$ cat src/rtl/fetch_ctrl_pkg.sv
// Shared constants and FSM encoding for the instruction-fetch sequencer.
package fetch_ctrl_pkg;

   localparam int unsigned FETCH_PC_WIDTH    = 32;
   localparam int unsigned FETCH_INSTR_WIDTH = 32;
   localparam int unsigned FETCH_PC_STEP     = 4;
   localparam int unsigned FETCH_RESET_PC    = 0;

   typedef enum logic [1:0] {
      FETCH_BOOT = 2'd0,
      FETCH_RUN  = 2'd1,
      FETCH_HOLD = 2'd2
   } fetch_state_e;

endpackage

$ cat src/rtl/fetch_skid_buf.sv
// Single-entry hold buffer for a fetched PC/instruction pair while decode stalls.
module fetch_skid_buf #(
   parameter int unsigned PC_WIDTH    = 32,
   parameter int unsigned INSTR_WIDTH = 32
) (
   input  logic                   clk,
   input  logic                   rst,
   input  logic                   load,
   input  logic                   clear,
   input  logic [PC_WIDTH-1:0]    load_pc,
   input  logic [INSTR_WIDTH-1:0] load_instr,
   output logic                   valid,
   output logic [PC_WIDTH-1:0]    pc,
   output logic [INSTR_WIDTH-1:0] instr
);

   always_ff @(posedge clk) begin
      if (rst || clear) begin
         valid <= 1'b0;
      end else if (load) begin
         valid <= 1'b1;
      end
   end

   // NOTE: payload registers carry no reset; valid alone qualifies them, which keeps the reset net off the datapath.
   always_ff @(posedge clk) begin
      if (load) begin
         pc    <= load_pc;
         instr <= load_instr;
      end
   end

endmodule

$ cat src/rtl/fetch_ctrl.sv
// Fetch sequencer: owns the fetch PC, drives the 1-cycle BRAM, absorbs stalls and redirects.
module fetch_ctrl
   import fetch_ctrl_pkg::*;
#(
   parameter int unsigned         PC_WIDTH    = FETCH_PC_WIDTH,
   parameter int unsigned         INSTR_WIDTH = FETCH_INSTR_WIDTH,
   parameter int unsigned         PC_STEP     = FETCH_PC_STEP,
   parameter logic [PC_WIDTH-1:0] RESET_PC    = PC_WIDTH'(FETCH_RESET_PC)
) (
   input  logic                   clk,
   input  logic                   rst,
   input  logic                   stall_i,
   input  logic                   redirect_i,
   input  logic [PC_WIDTH-1:0]    redirect_target_i,
   output logic                   imem_en_o,
   output logic [PC_WIDTH-1:0]    imem_addr_o,
   input  logic [INSTR_WIDTH-1:0] imem_rdata_i,
   output logic                   if_valid_o,
   output logic [PC_WIDTH-1:0]    if_pc_o,
   output logic [INSTR_WIDTH-1:0] if_instr_o
);

   fetch_state_e            state_q, state_d;
   logic [PC_WIDTH-1:0]     fetch_pc;
   logic                    rsp_valid;
   logic [PC_WIDTH-1:0]     rsp_pc;
   logic                    buf_valid;
   logic [PC_WIDTH-1:0]     buf_pc;
   logic [INSTR_WIDTH-1:0]  buf_instr;
   logic                    issue;
   logic                    buf_load;
   logic                    buf_clear;

   // NOTE: every combinational output gets a default first so no path can infer a latch.
   always_comb begin
      state_d = state_q;
      unique case (state_q)
         FETCH_BOOT: state_d = FETCH_RUN;
         FETCH_RUN:  if (stall_i && rsp_valid && !redirect_i) state_d = FETCH_HOLD;
         FETCH_HOLD: if (!stall_i || redirect_i) state_d = FETCH_RUN;
         default:    state_d = FETCH_BOOT;
      endcase
   end

   // Capture the response the cycle the stall first hits, since BRAM dout is not trusted afterwards.
   assign buf_load  = (state_q == FETCH_RUN)  && (state_d == FETCH_HOLD);
   assign buf_clear = (state_q == FETCH_HOLD) && (state_d == FETCH_RUN);

   fetch_skid_buf #(
      .PC_WIDTH    (PC_WIDTH),
      .INSTR_WIDTH (INSTR_WIDTH)
   ) u_skid (
      .clk        (clk),
      .rst        (rst),
      .load       (buf_load),
      .clear      (buf_clear),
      .load_pc    (rsp_pc),
      .load_instr (imem_rdata_i),
      .valid      (buf_valid),
      .pc         (buf_pc),
      .instr      (buf_instr)
   );

   always_comb begin
      if (buf_valid) begin
         if_valid_o = 1'b1;
         if_pc_o    = buf_pc;
         if_instr_o = buf_instr;
      end else begin
         if_valid_o = rsp_valid;
         if_pc_o    = rsp_pc;
         if_instr_o = imem_rdata_i;
      end
      if (redirect_i) if_valid_o = 1'b0;
   end

   assign issue       = !rst && (state_q != FETCH_BOOT) && (redirect_i || !stall_i || !if_valid_o);
   assign imem_en_o   = issue;
   assign imem_addr_o = redirect_i ? redirect_target_i : fetch_pc;

   // NOTE: sequential state uses non-blocking assignments so all registers see pre-edge values.
   always_ff @(posedge clk) begin
      if (rst) begin
         state_q   <= FETCH_BOOT;
         fetch_pc  <= RESET_PC;
         rsp_valid <= 1'b0;
      end else begin
         state_q <= state_d;
         if (issue) begin
            fetch_pc  <= imem_addr_o + PC_WIDTH'(PC_STEP);
            rsp_valid <= 1'b1;
            rsp_pc    <= imem_addr_o;
         end else begin
            rsp_valid <= 1'b0;
         end
      end
   end

endmodule

$ cat config.mk
export PLATFORM = sky130hd
export DESIGN_NAME = fetch_ctrl
export DESIGN_NICKNAME = d
export VERILOG_FILES = /design/src/rtl/fetch_ctrl_pkg.sv /design/src/rtl/fetch_skid_buf.sv /design/src/rtl/fetch_ctrl.sv
export SDC_FILE = /design/constraint.sdc
export NUM_CORES = 1
export LEC_CHECK = 0
export ABC_AREA = 1
export CAP_MARGIN = 20
export CORE_ASPECT_RATIO = 1.2
export CORE_MARGIN = 2
export CORE_UTILIZATION = 35
export CTS_BUF_LIST = sky130_fd_sc_hd__clkbuf_4 sky130_fd_sc_hd__clkbuf_8
export CTS_CLUSTER_SIZE = 28
export DETAILED_ROUTE_END_ITERATION = 6
export MAX_ROUTING_LAYER = met4
export PLACE_DENSITY_LB_ADDON = 0.08
export SLEW_MARGIN = 20
export SYNTH_ARGS = -nofsm -noshare
export SYNTH_HDL_FRONTEND = slang
export SYNTH_SLANG_ARGS = --single-unit
$ cat constraint.sdc
create_clock -name clk -period 3.75 [get_ports clk]
set_input_delay 0.375 -clock clk [delete_from_list [all_inputs] [get_ports clk]]
set_output_delay 0.375 -clock clk [all_outputs]
set_load 0.05 [all_outputs]
==> reports/qor.txt, run 1 <==
status: completed
Synth cell types: 33
largest net degree at the start of global routing: 65
Synth Area in Compound Gates: 3.74%
critical path type: flip-flop to output port
clock buffer depth: 2
synth warn: 0
Avg Inst Size Synth: 8.53 µm²
Peak Freq: 335 MHz
most frequent cells in the layout: 350 x nand2_1, 134 x clkdlybuf4s50_1, 96 x edfxtp_1
clock share of power: 32.4%
most numerous cell on the critical path: nand2_1
Tcrit/Tclk final: 79.7%
Rows: 53
Net Sw Power: 0.00112 W
initial antenna violation count: 0
Die W: 127 µm
CTS tree: built
Power Dens Cells: 432 nW/µm²
Power Internal: 0.00255 W
Antenna Cells: 0
largest family of logic cells by synthesized area: simple AND/OR/NAND/NOR gates
crit path to: if_instr_o[19]
Cells after Synth: 742
CP Capture Type: output port
I/O pins: 166
Detail Route Antenna Nets: 0
Sw Share: 30.4%
clock slew at reported path FFs: 70 ps
DP Wirelength: 11.7 mm
Via density: 4.62
Post-Synth XOR/XNOR Area: 1.38%
RePlAce Congestion: 0.861
DRC Markers: 0
CP max stage delay: 810 ps
total power: 0.00367 W
Hold Buf Count CTS: 0
combinational power share: 22.1%
Synth Net Count: 811
critical path cell sequence: inv_2 -> buf_4 -> nand2_1 -> nand2_1 -> clkdlybuf4s50_1
core area: 17,600 µm²
Initial Utilization: 35.9%
Synth Area in Adders: 0.198%
First-pass DRT Iterations: 5
htree depth: 4
sequential power share: 45.5%
Slew Viols, Final: 0
Synth Area in Simple Gates: 32.2%
worst r2r src: u_skid.valid
number of synthesized flops with an enable pin: 96
Worst-Margin Slew: 676 ps
layout cells sized above 1: 13.1%
port bufs: 165
post-layout minimum cycle time: 2990 ps
Sink Count: 132
post-cts sizing count: 0
Placement Cell Area: 8100 µm²
worst reg2reg path endpoint: fetch_pc[27]
Post-Route WL: 16.5 mm
setup violators final: 0
commonest non-fill, non-tap cell in the layout: nand2_1
first-pass GRT wire length: 26.5 mm
proportion of synthesized area in mux cells: 0%
Pleak: 3.50 nW
max cap viols: 0
total setup buffers inserted after CTS: 0
area grow syn2layout: 34.2%
Hold Violations, Final: 0
Critical-path top delay cell: clkdlybuf4s50_1
worst skew pair latency: 430 ps
fraction of registers with async set/reset: 0%
CP required: 3380 ps
Max rail drop VDD: 0.000191 V
Worst R2R Setup Slack: 1670 ps
CP max FO: 39
global route overflow: 0
initial drt markers: 291
Die ar.: 19,200 µm²
sequential-to-total area share from yosys stat: 56.9%
vias in the first global route: 5,253
vias post-DR: 5,254
root cell of the clock tree: clkbuf_8
CP Data Arrival Time: 2610 ps
unrepaired setup endpoints after global routing: false
Die Ht: 151 µm
mean routed wirelength per cell: 14.5 µm
Seq cells post-synth: 132
Fin Setup TNS: 0 ps
relative slew slack: 54.9%
nature of the critical path startpoint: flip-flop
ys flop type: edfxtp_1
Reg2Reg Depth: 7
CP startpoint: u_skid.valid
Total Routing Usage GR: 18.2%
nets: 974
Final Instance Area: 8490 µm²
post-route core utilization: 48.1%
mapped cell area: 6330 µm²
worst min-delay path class: flip-flop to flip-flop
CTS buffer count: 17
skew final: 12.0 ps
-- kinds of logic (layout without fill, tap and decap cells) --
kind of cell / after synthesis / count (layout)
AOI/OAI and AO/OA: 46 / 46
xor gates and xnor gates: 10 / 10
adders and majority gates: 1 / 1
buffers and inverters: 72 / 248
DFF: 132 / 132
and+or+nand+nor: 481 / 481
-- worst min path at each step --
stage | cells after the start | start | to
after floorplan | 2 | fetch_pc[0] | fetch_pc[0]
after global placement | 0 | rsp_pc[18] | u_skid.pc[18]
after detailed placement | 0 | rsp_pc[11] | u_skid.pc[11]
after CTS | 0 | rsp_pc[11] | u_skid.pc[11]
after global routing | 0 | rsp_pc[20] | u_skid.pc[20]
final | 0 | rsp_pc[11] | u_skid.pc[11]
-- per-stage QoR --
stage | instances | hold WS [ps] | setup slack, ps
after floorplan | 742 | 425 | 359
after global placement | 1106 | 433 | 1030
after detailed placement | 1106 | 433 | 952
after CTS | 1138 | 448 | 654
after global routing | 1138 | 462 | 523
final | 1138 | 450 | 762
-- power by group through the flow --
| stage | registers, W | clock network, W | logic (W) |
|---|---|---|---|
| after CTS | 0.00167 | 0.00123 | 0.000817 |
| final | 0.00167 | 0.00119 | 0.000810 |
| after global placement | 0.00170 | 0 | 0.000811 |
| after detailed placement | 0.00170 | 0 | 0.000815 |
| after global routing | 0.00168 | 0.00129 | 0.000867 |
| after floorplan | 0.00169 | 0 | 0.000522 |
-- layout make-up --
cell class                 count  area (µm²)
inverter                      42         163
clock inverter                10         105
fill                        1727        9150
multi-input combinational    538        2390
sequential                   132        3600
timing repair buffer         174        1670
clock buffer                  22         290
tap                          220         275
-- metal layers --
metal | global-route usage [%] | wire [µm] | vias to the layer above
met5 | - | 0 | -
met4 | 5.88 | 208 | 0
met2 | 30.2 | 8030 | 161
li1 | - | - | 2696
met1 | 22.2 | 7480 | 2381
met3 | 4.10 | 806 | 16
-- cells in the mapped netlist (2+ instances only) --
library cell | number | area share, %
nand2_1 | 350 | 21
nor3_1 | 2 | 0.16
nor3b_1 | 2 | 0.24
nand2_4 | 3 | 0.53
buf_6 | 4 | 0.71
nand3_1 | 34 | 2.7
buf_4 | 2 | 0.24
inv_1 | 40 | 2.4
buf_12 | 2 | 0.63
clkbuf_1 | 13 | 0.77
buf_1 | 4 | 0.24
dfxtp_1 | 36 | 11
buf_2 | 5 | 0.40
o21ai_0 | 14 | 1.1
o21ai_1 | 10 | 0.79
xor2_1 | 2 | 0.28
nor2_4 | 8 | 1.4
edfxtp_1 | 96 | 46
a21oi_1 | 20 | 1.6
nor2_1 | 47 | 2.8
nand2_2 | 23 | 2.3
nor2_2 | 7 | 0.69
xnor2_1 | 8 | 1.1
-- state kept, by name, summed over array words and instances, names as in the netlist --
register      cells
fetch_pc         32
rsp_pc           32
rsp_valid         1
state_q           2
u_skid.instr     32
u_skid.pc        32
u_skid.valid      1
-- critical path, delay by kind of cell, from the launching register on --
family | cells | cell delay (ps)
buffers and inverters | 3 | 1700
flip-flops | 1 | 320
AND/OR/NAND/NOR | 2 | 150
(Power assumes the default switching activity.)
==> run 2, diff against run 1 <==
==> constraint.sdc (replaced) <==
create_clock -name clk -period 2.55 [get_ports clk]
set_input_delay 0.255 -clock clk [delete_from_list [all_inputs] [get_ports clk]]
set_output_delay 0.255 -clock clk [all_outputs]
set_load 0.05 [all_outputs]
==> run 2 against run 1 <==
Effect of this change: clock power is 50% higher; wire length is 1.6% higher; cell area is 6.9% higher; worst setup slack worse by 610 ps; sequential power is 47% higher; critical path depth is 1 lower; largest cell class unchanged; highest routed layer unchanged.
==> reports/qor.txt, run 2 (synthesized netlist as in run 1, its figures left out) <==
max cap viols: 0
total setup buffers inserted after CTS: 0
Hold Violations, Final: 0
Reg area: 3600 µm²
Tcrit/Tclk final: 94.1%
Post-Route WL: 16.8 mm
global route overflow: 0
nature of the critical path startpoint: flip-flop
unrepaired setup endpoints after global routing: false
First-pass DRT Iterations: 5
Total Routing Usage GR: 18.3%
CP Data Arrival Time: 2140 ps
I/O pins: 166
initial drt markers: 345
core area: 17,600 µm²
Die ar.: 19,200 µm²
pre-CTS WS: 103 ps
Fin Setup TNS: 0 ps
area grow syn2layout: 43.5%
skew final: 9.52 ps
multi-input combinational cell area: 2390 µm²
worst skew pair latency: 430 ps
post-route core utilization: 51.5%
relative slew slack: 54.3%
mean routed wirelength per cell: 14.5 µm
fillers: 1,690
post-layout minimum cycle time: 2400 ps
clock slew at reported path FFs: 70 ps
htree depth: 4
Pleak: 3.98 nW
Via density: 4.58
Sink Count: 132
status: completed
Initial Utilization: 35.9%
Die W: 127 µm
Rows: 53
PnR worst setup slack: 150 ps
Antenna Cells: 0
first-pass GRT wire length: 26.7 mm
Worst-Margin Slew: 678 ps
nets: 994
commonest non-fill, non-tap cell in the layout: nand2_1
critical path type: flip-flop to output port
DRC Markers: 0
initial antenna violation count: 0
clock buffer depth: 2
Worst R2R Setup Slack: 710 ps
hold slack: 412 ps
total power: 0.00559 W
DP Wirelength: 12.4 mm
worst min-delay path class: input port to flip-flop
Hold Buf Count CTS: 0
Slew Viols, Final: 0
most frequent cells in the layout: 350 x nand2_1, 96 x edfxtp_1, 76 x clkdlybuf4s50_1
port bufs: 165
CP Capture Type: output port
largest net degree at the start of global routing: 43
CP required: 2300 ps
RePlAce Congestion: 0.852
Max rail drop VDD: 0.000224 V
CTS buffer count: 17
CTS tree: built
setup violators final: 0
Die Ht: 151 µm
CP max FO: 42
Power Dens Cells: 615 nW/µm²
root cell of the clock tree: clkbuf_8
layout cells sized above 1: 19.0%
Peak Freq: 417 MHz
vias post-DR: 5,303
vias in the first global route: 5,042
Detail Route Antenna Nets: 0
## run 2: cell count changes in the layout (fill, tap and decap cells not counted), moves of 3 or more
cell,change
buf_12,+37
buf_4,+20
clkbuf_8,-3
clkdlybuf4s50_1,-58
dlymetal6s2s_1,+21
## run 2: power by group
part / leakage [nW] / switching (W) / internal, W
Clock: 0.196 / 0.000813 / 0.000970
Sequential: 1.18 / 0.0000482 / 0.00241
Combinational: 2.60 / 0.000833 / 0.000515
## run 2: critical path, cell delays in order (launching register included)
cell	delay, ps
dfxtp_2	360
buf_4	380
nand2_1	90
nand2_1	90
clkdlybuf4s50_1	800
## run 2: routing by layer
metal / vias to the layer above / track usage (%) / routed length (µm)
met4: 0 / 6.48 / 222
li1: 2741 / - / -
met3: 14 / 3.92 / 916
met1: 2374 / 23.5 / 7670
met5: - / - / 0
met2: 174 / 29.1 / 7990
## run 2: per-stage QoR
stage / cell area, µm² / instances
detailed placement: 8620 / 1126
global placement: 8620 / 1126
global route: 9080 / 1158
finish: 9080 / 1158
floorplan: 6340 / 742
CTS: 9030 / 1158
## run 2: area by class of cell
type                    instances  area share (%)
inverters                      42            1.82
repair buffers                194            24.7
clock inverters                14            1.78
clock buffers                  18            2.66
well taps                     220            3.03
flip-flops and latches        132            39.7
multi-input cells             538            26.4
## run 2: path summary, 6_finish.rpt
path	from	endpoint	cells after the start
min	imem_rdata_i[20]	u_skid.instr[20]	1
max reg2reg	fetch_pc[2]	fetch_pc[16]	9
max	u_skid.valid	if_instr_o[30]	4
min reg2reg	rsp_pc[6]	u_skid.pc[6]	0
## run 2: repair_timing
item | CTS | global route
gates resized for setup | 1 | 21
endpoints found under the setup margin | 1 | 21
pin swaps | 0 | 0
==> run 3, diff against run 2 <==
--- a/config.mk
+++ b/config.mk
@@ -14,7 +14,6 @@
 export CTS_CLUSTER_SIZE = 28
 export DETAILED_ROUTE_END_ITERATION = 6
 export MAX_ROUTING_LAYER = met4
-export PLACE_DENSITY_LB_ADDON = 0.08
 export SLEW_MARGIN = 20
 export SYNTH_ARGS = -nofsm -noshare
 export SYNTH_HDL_FRONTEND = slang
==> constraint.sdc (replaced) <==
create_clock -name clk -period 2.55 [get_ports clk]
set_input_delay 0.255 -clock clk [delete_from_list [all_inputs] [get_ports clk]]
set_output_delay 0.255 -clock clk [all_outputs]
set_load 0.1 [all_outputs]
==> run 3 against run 2 <==
Effect of this change: critical path depth grew 4; cell count shrank 0.35%; largest cell class unchanged; worst setup slack gained 120 ps; sequential power is essentially flat; wire length shrank 0.14%; core utilization grew 3.9 points; highest routed layer unchanged.
==> reports/qor.txt, run 3 (synthesized netlist as in run 1, its figures left out) <==
CTS tree: built
CP Data Arrival Time: 2020 ps
Placement Cell Area: 9320 µm²
initial drt markers: 325
Worst Path Buf+Inv: 5
Tcrit/Tclk final: 89.4%
post-layout minimum cycle time: 2280 ps
Peak Freq: 439 MHz
pre-CTS WS: 89.4 ps
Max rail drop VDD: 0.000306 V
multi-input combinational cell area: 2390 µm²
mean routed wirelength per cell: 14.5 µm
Fin Setup TNS: 0 ps
Pleak: 4.11 nW
post-route core utilization: 55.4%
Die Ht: 151 µm
Sw Share: 33.4%
setup violators final: 0
Initial Utilization: 35.9%
Die W: 127 µm
CP required: 2300 ps
total setup buffers inserted after CTS: 0
root cell of the clock tree: clkbuf_8
Slew Viols, Final: 0
Hold Violations, Final: 0
worst min-delay path class: input port to flip-flop
CP max FO: 37
most frequent cells in the layout: 350 x nand2_1, 103 x buf_12, 96 x edfxtp_1
CP max stage delay: 440 ps
delay-heaviest family, CP: buffers and inverters
first-pass GRT wire length: 26.5 mm
First-pass DRT Iterations: 5
DP Wirelength: 12.1 mm
Final Instance Area: 9770 µm²
global route overflow: 0
area grow syn2layout: 54.4%
Reg area: 3600 µm²
Via density: 4.55
Post-Route WL: 16.8 mm
DRC Markers: 0
vias post-DR: 5,246
Total Routing Usage GR: 18.4%
unrepaired setup endpoints after global routing: false
CP Capture Type: output port
combinational power share: 31.3%
largest net degree at the start of global routing: 65
skew final: 11.8 ps
htree depth: 4
Power Dens Cells: 658 nW/µm²
PnR worst setup slack: 271 ps
initial antenna violation count: 0
Die ar.: 19,200 µm²
relative slew slack: 55.7%
max cap viols: 0
status: completed
fillers: 1,555
layout cells sized above 1: 21.8%
most numerous cell on the critical path: buf_12
clock share of power: 30.6%
vias in the first global route: 4,922
Rows: 53
core area: 17,600 µm²
Net Sw Power: 0.00215 W
nature of the critical path startpoint: input port
clock slew at reported path FFs: 70 ps
critical path type: input port to output port
Hold Buf Count CTS: 0
Detail Route Antenna Nets: 0
I/O pins: 166
commonest non-fill, non-tap cell in the layout: nand2_1
Power Internal: 0.00428 W
CTS buffer count: 17
worst skew pair latency: 440 ps
Antenna Cells: 0
Sink Count: 132
critical path cell sequence: clkdlybuf4s50_1 -> buf_12 -> inv_6 -> nand2_1 -> a21oi_1 -> nor3_4 -> buf_12 -> buf_12
RePlAce Congestion: 0.889
sequential power share: 38.1%
post-cts sizing count: 0
Worst-Margin Slew: 664 ps
port bufs: 165
clock buffer depth: 2
Critical-path top delay cell: clkdlybuf4s50_1
nets: 990
[run 3: cell types whose count changed in the layout (fill, tap and decap cells not counted)]
cell,delta
bufinv_16,+1
buf_12,+64
clkbuf_4,+1
buf_4,-38
inv_2,+1
clkinv_2,-2
clkinv_4,-1
dlymetal6s2s_1,-21
inv_6,-1
clkinvlp_4,-2
clkbuf_8,+4
inv_4,-1
clkdlybuf4s50_1,-9
[run 3: worst paths after layout]
check | startpoint | end | slack, ps | depth (start not counted)
worst min register to register | fetch_pc[1] | fetch_pc[1] | 450 | 2
worst max register to register | u_skid.valid | rsp_pc[27] | 800 | 5
worst max-delay path | redirect_i | imem_en_o | 270 | 8
worst min-delay path | imem_rdata_i[26] | u_skid.instr[26] | 390 | 1
[run 3: final cells by class]
type                            count  share of cell area (%)
Clock buffer                       23                    3.11
Clock inverter                      9                    1.52
Inverter                           42                    1.66
Multi-Input combinational cell    538                    24.5
Sequential cell                   132                    36.9
Tap cell                          220                    2.82
Timing Repair Buffer              190                    29.5
[run 3: power groups by stage]
stage,clock [W],sequential [W],combinational [W]
final,0.00197,0.00245,0.00201
after global routing,0.00211,0.00246,0.00210
after CTS,0.00202,0.00245,0.00203
after detailed placement,0,0.00250,0.00202
after global placement,0,0.00249,0.00202
after floorplan,0,0.00249,0.00122
[run 3: routing by layer]
metal  track usage (%)  vias up  share of wire, %
met5                 -        -                 0
li1                  -     2733                 -
met2              30.5      145                51
met4              6.15        0               1.3
met1              22.8     2354                43
met3              3.71       14               4.9
[run 3: per-stage QoR]
stage	hold WS (ps)	power [W]	std cells
2_1_floorplan	324	0.00371	742
3_3_place_gp	432	0.00451	1122
3_5_place_dp	433	0.00452	1122
4_1_cts	362	0.00650	1154
5_1_grt	363	0.00667	1154
6_report	392	0.00643	1154
==> edit (settings of run 3) <==
The package constant `FETCH_INSTR_WIDTH` goes from 32 to 48.
--- a/src/rtl/fetch_ctrl_pkg.sv
+++ b/src/rtl/fetch_ctrl_pkg.sv
@@ -3,5 +3,5 @@
 
    localparam int unsigned FETCH_PC_WIDTH    = 32;
-   localparam int unsigned FETCH_INSTR_WIDTH = 32;
+   localparam int unsigned FETCH_INSTR_WIDTH = 48;
    localparam int unsigned FETCH_PC_STEP     = 4;
    localparam int unsigned FETCH_RESET_PC    = 0;
Ports: changed (resized if_instr_o and imem_rdata_i); port bits go from 166 to 198. The function was not compared with the original's and may differ.
==> edit against run 3 <==
Critical path depth is the same. Utilization rose by 1.0 points. Register-to-register slack better by 0.13 ns. Die area increased by 11%. First-iteration DRC count rose by 29%. Area after synthesis grew 11%. Worst setup slack improved by 0.034 ns. Clock skew increased by 0.00084 ns. Total power rose by 9.3%. Wire length increased by 16%. Final area is 13% higher. Worst hold slack lost 0.0046 ns. Synthesized cell count up 12%. Critical endpoint unchanged. Sequential cell count rose by 16.
==> edit: results (changes against run 3) <==
Synth
  – Netlist cell types: 34 (was 33)
  – Synth cell count leaders: nand2_1, edfxtp_1, inv_1, nor2_1, nand3_1 (was nand2_1, edfxtp_1, nor2_1, inv_1, dfxtp_1)
  – Top cells by area, synth: edfxtp_1, nand2_1, dfxtp_1 (unchanged)
  – Syn avg cell area: 8.492 sq um (was 8.532 sq um)
  – Synth Area in Adders: 0.001775 (was 0.001976)
  – Post-synthesis compound-gate area fraction: 0.03870 (was 0.03735)
  – Sequential area share after synthesis: 0.5794 (was 0.5692)

Cells and area
  – Buffers excl. clock: 228 (was 190)
  – Fraction of area in multi-input gates: 0.2371 (was 0.2450)
  – Multi-In Gates: 597 (was 538)
  – Final net count: 1,128 (was 990)
  – # clk buffers: 20 (was 23)
  – Layout cells sized above 1: 0.2159 (was 0.2184)
  – FF+latch area: 0.004085 sq mm (was 0.003605 sq mm)
  – Non-Clock Inverter Count: 51 (was 42)
  – Layout fillers: 1,718 (was 1,555)

GRT
  – Grt met3 use: 0.04330 (was 0.03709)
  – First-pass GRT wire length: 30,880 um (was 26,540 um)
  – Number of global-route vias before repair: 5,727 (was 4,922)
  – GR Util met2: 0.3165 (was 0.3049)
  – GRT Util Overall: 0.1899 (was 0.1842)
  – Largest net degree at the start of global routing: 81 (was 65)

Drt
  – DRT met1 WL: 8332 um (was 7223 um)
  – WL/cell: 14.78 um (was 14.53 um)
  – Vias post-DR: 6,012 (was 5,246)
  – DRT Wirelength: 19,470 um (was 16,770 um)
  – Metal3 WL: 926 um (was 820 um)

Setup path
  – Worst Path Max Fanout: 31 (was 37)
  – Crit Reg-Reg Startpoint: fetch_pc[3]$_SDFFE_PP0P_ (was u_skid.valid$_SDFFE_PP0P_)
  – Crit Reg-Reg Endpoint: fetch_pc[22]$_SDFFE_PP0P_ (was rsp_pc[27]$_DFFE_PP_)
  – Worst R2R Setup Slack: 0.93 ns (was 0.80 ns)

Power
  – Peak supply drop: 0.2780 mV (was 0.3058 mV)
  – Leak: 4.710 nW (was 4.111 nW)
  – Sequential power: 2.74 mW (was 2.45 mW)

Min path
  – Hold Crit Endpoint: u_skid.instr[4]$_DFFE_PP_ (was u_skid.instr[26]$_DFFE_PP_)
  – Hold_sp: imem_rdata_i[4] (was imem_rdata_i[26])

STA
  – Max-slew headroom: 0.4271 (was 0.5571)
  – Max Clock Skew: 0.01261 ns (was 0.01177 ns)

Placement
  – IO buf count: 197 (was 165)
  – Cell Area, Placed: 0.01064 sq mm (was 0.009320 sq mm)

Clock network
  – Worst-path clk slew: 0.09 ns (was 0.07 ns)

Outcome
  – Status: finished clean (unchanged)
[edit: cell families (layout without fill, tap and decap cells)]
logic type                 after synthesis  in the layout
DFF                                    148            148
AOI/OAI and AO/OA                       52             52
and+or+nand+nor                        535            535
xor gates and xnor gates                 9              9
adders and majority gates                1              1
buffers and inverters                   85            311
[edit: worst max-delay path, cell delays in order]
cell	delay, ns
clkdlybuf4s50_1	0.51
inv_2	0.17
buf_4	0.23
nand2_1	0.10
a21oi_1	0.26
nor3_4	0.08
buf_12	0.18
buf_12	0.18
[edit: per-stage QoR]
step / worst slack (ns) / power, mW / TNS, ns / hold slack, ns
after floorplan: -0.8351 / 4.142 / -4.295 / 0.3539
after global placement: 0.1571 / 5.080 / 0 / 0.4314
after detailed placement: 0.1215 / 5.094 / 0 / 0.4317
after CTS: 0.2935 / 7.100 / 0 / 0.3553
after global routing: 0.1617 / 7.297 / 0 / 0.3549
final: 0.3055 / 7.033 / 0 / 0.3872
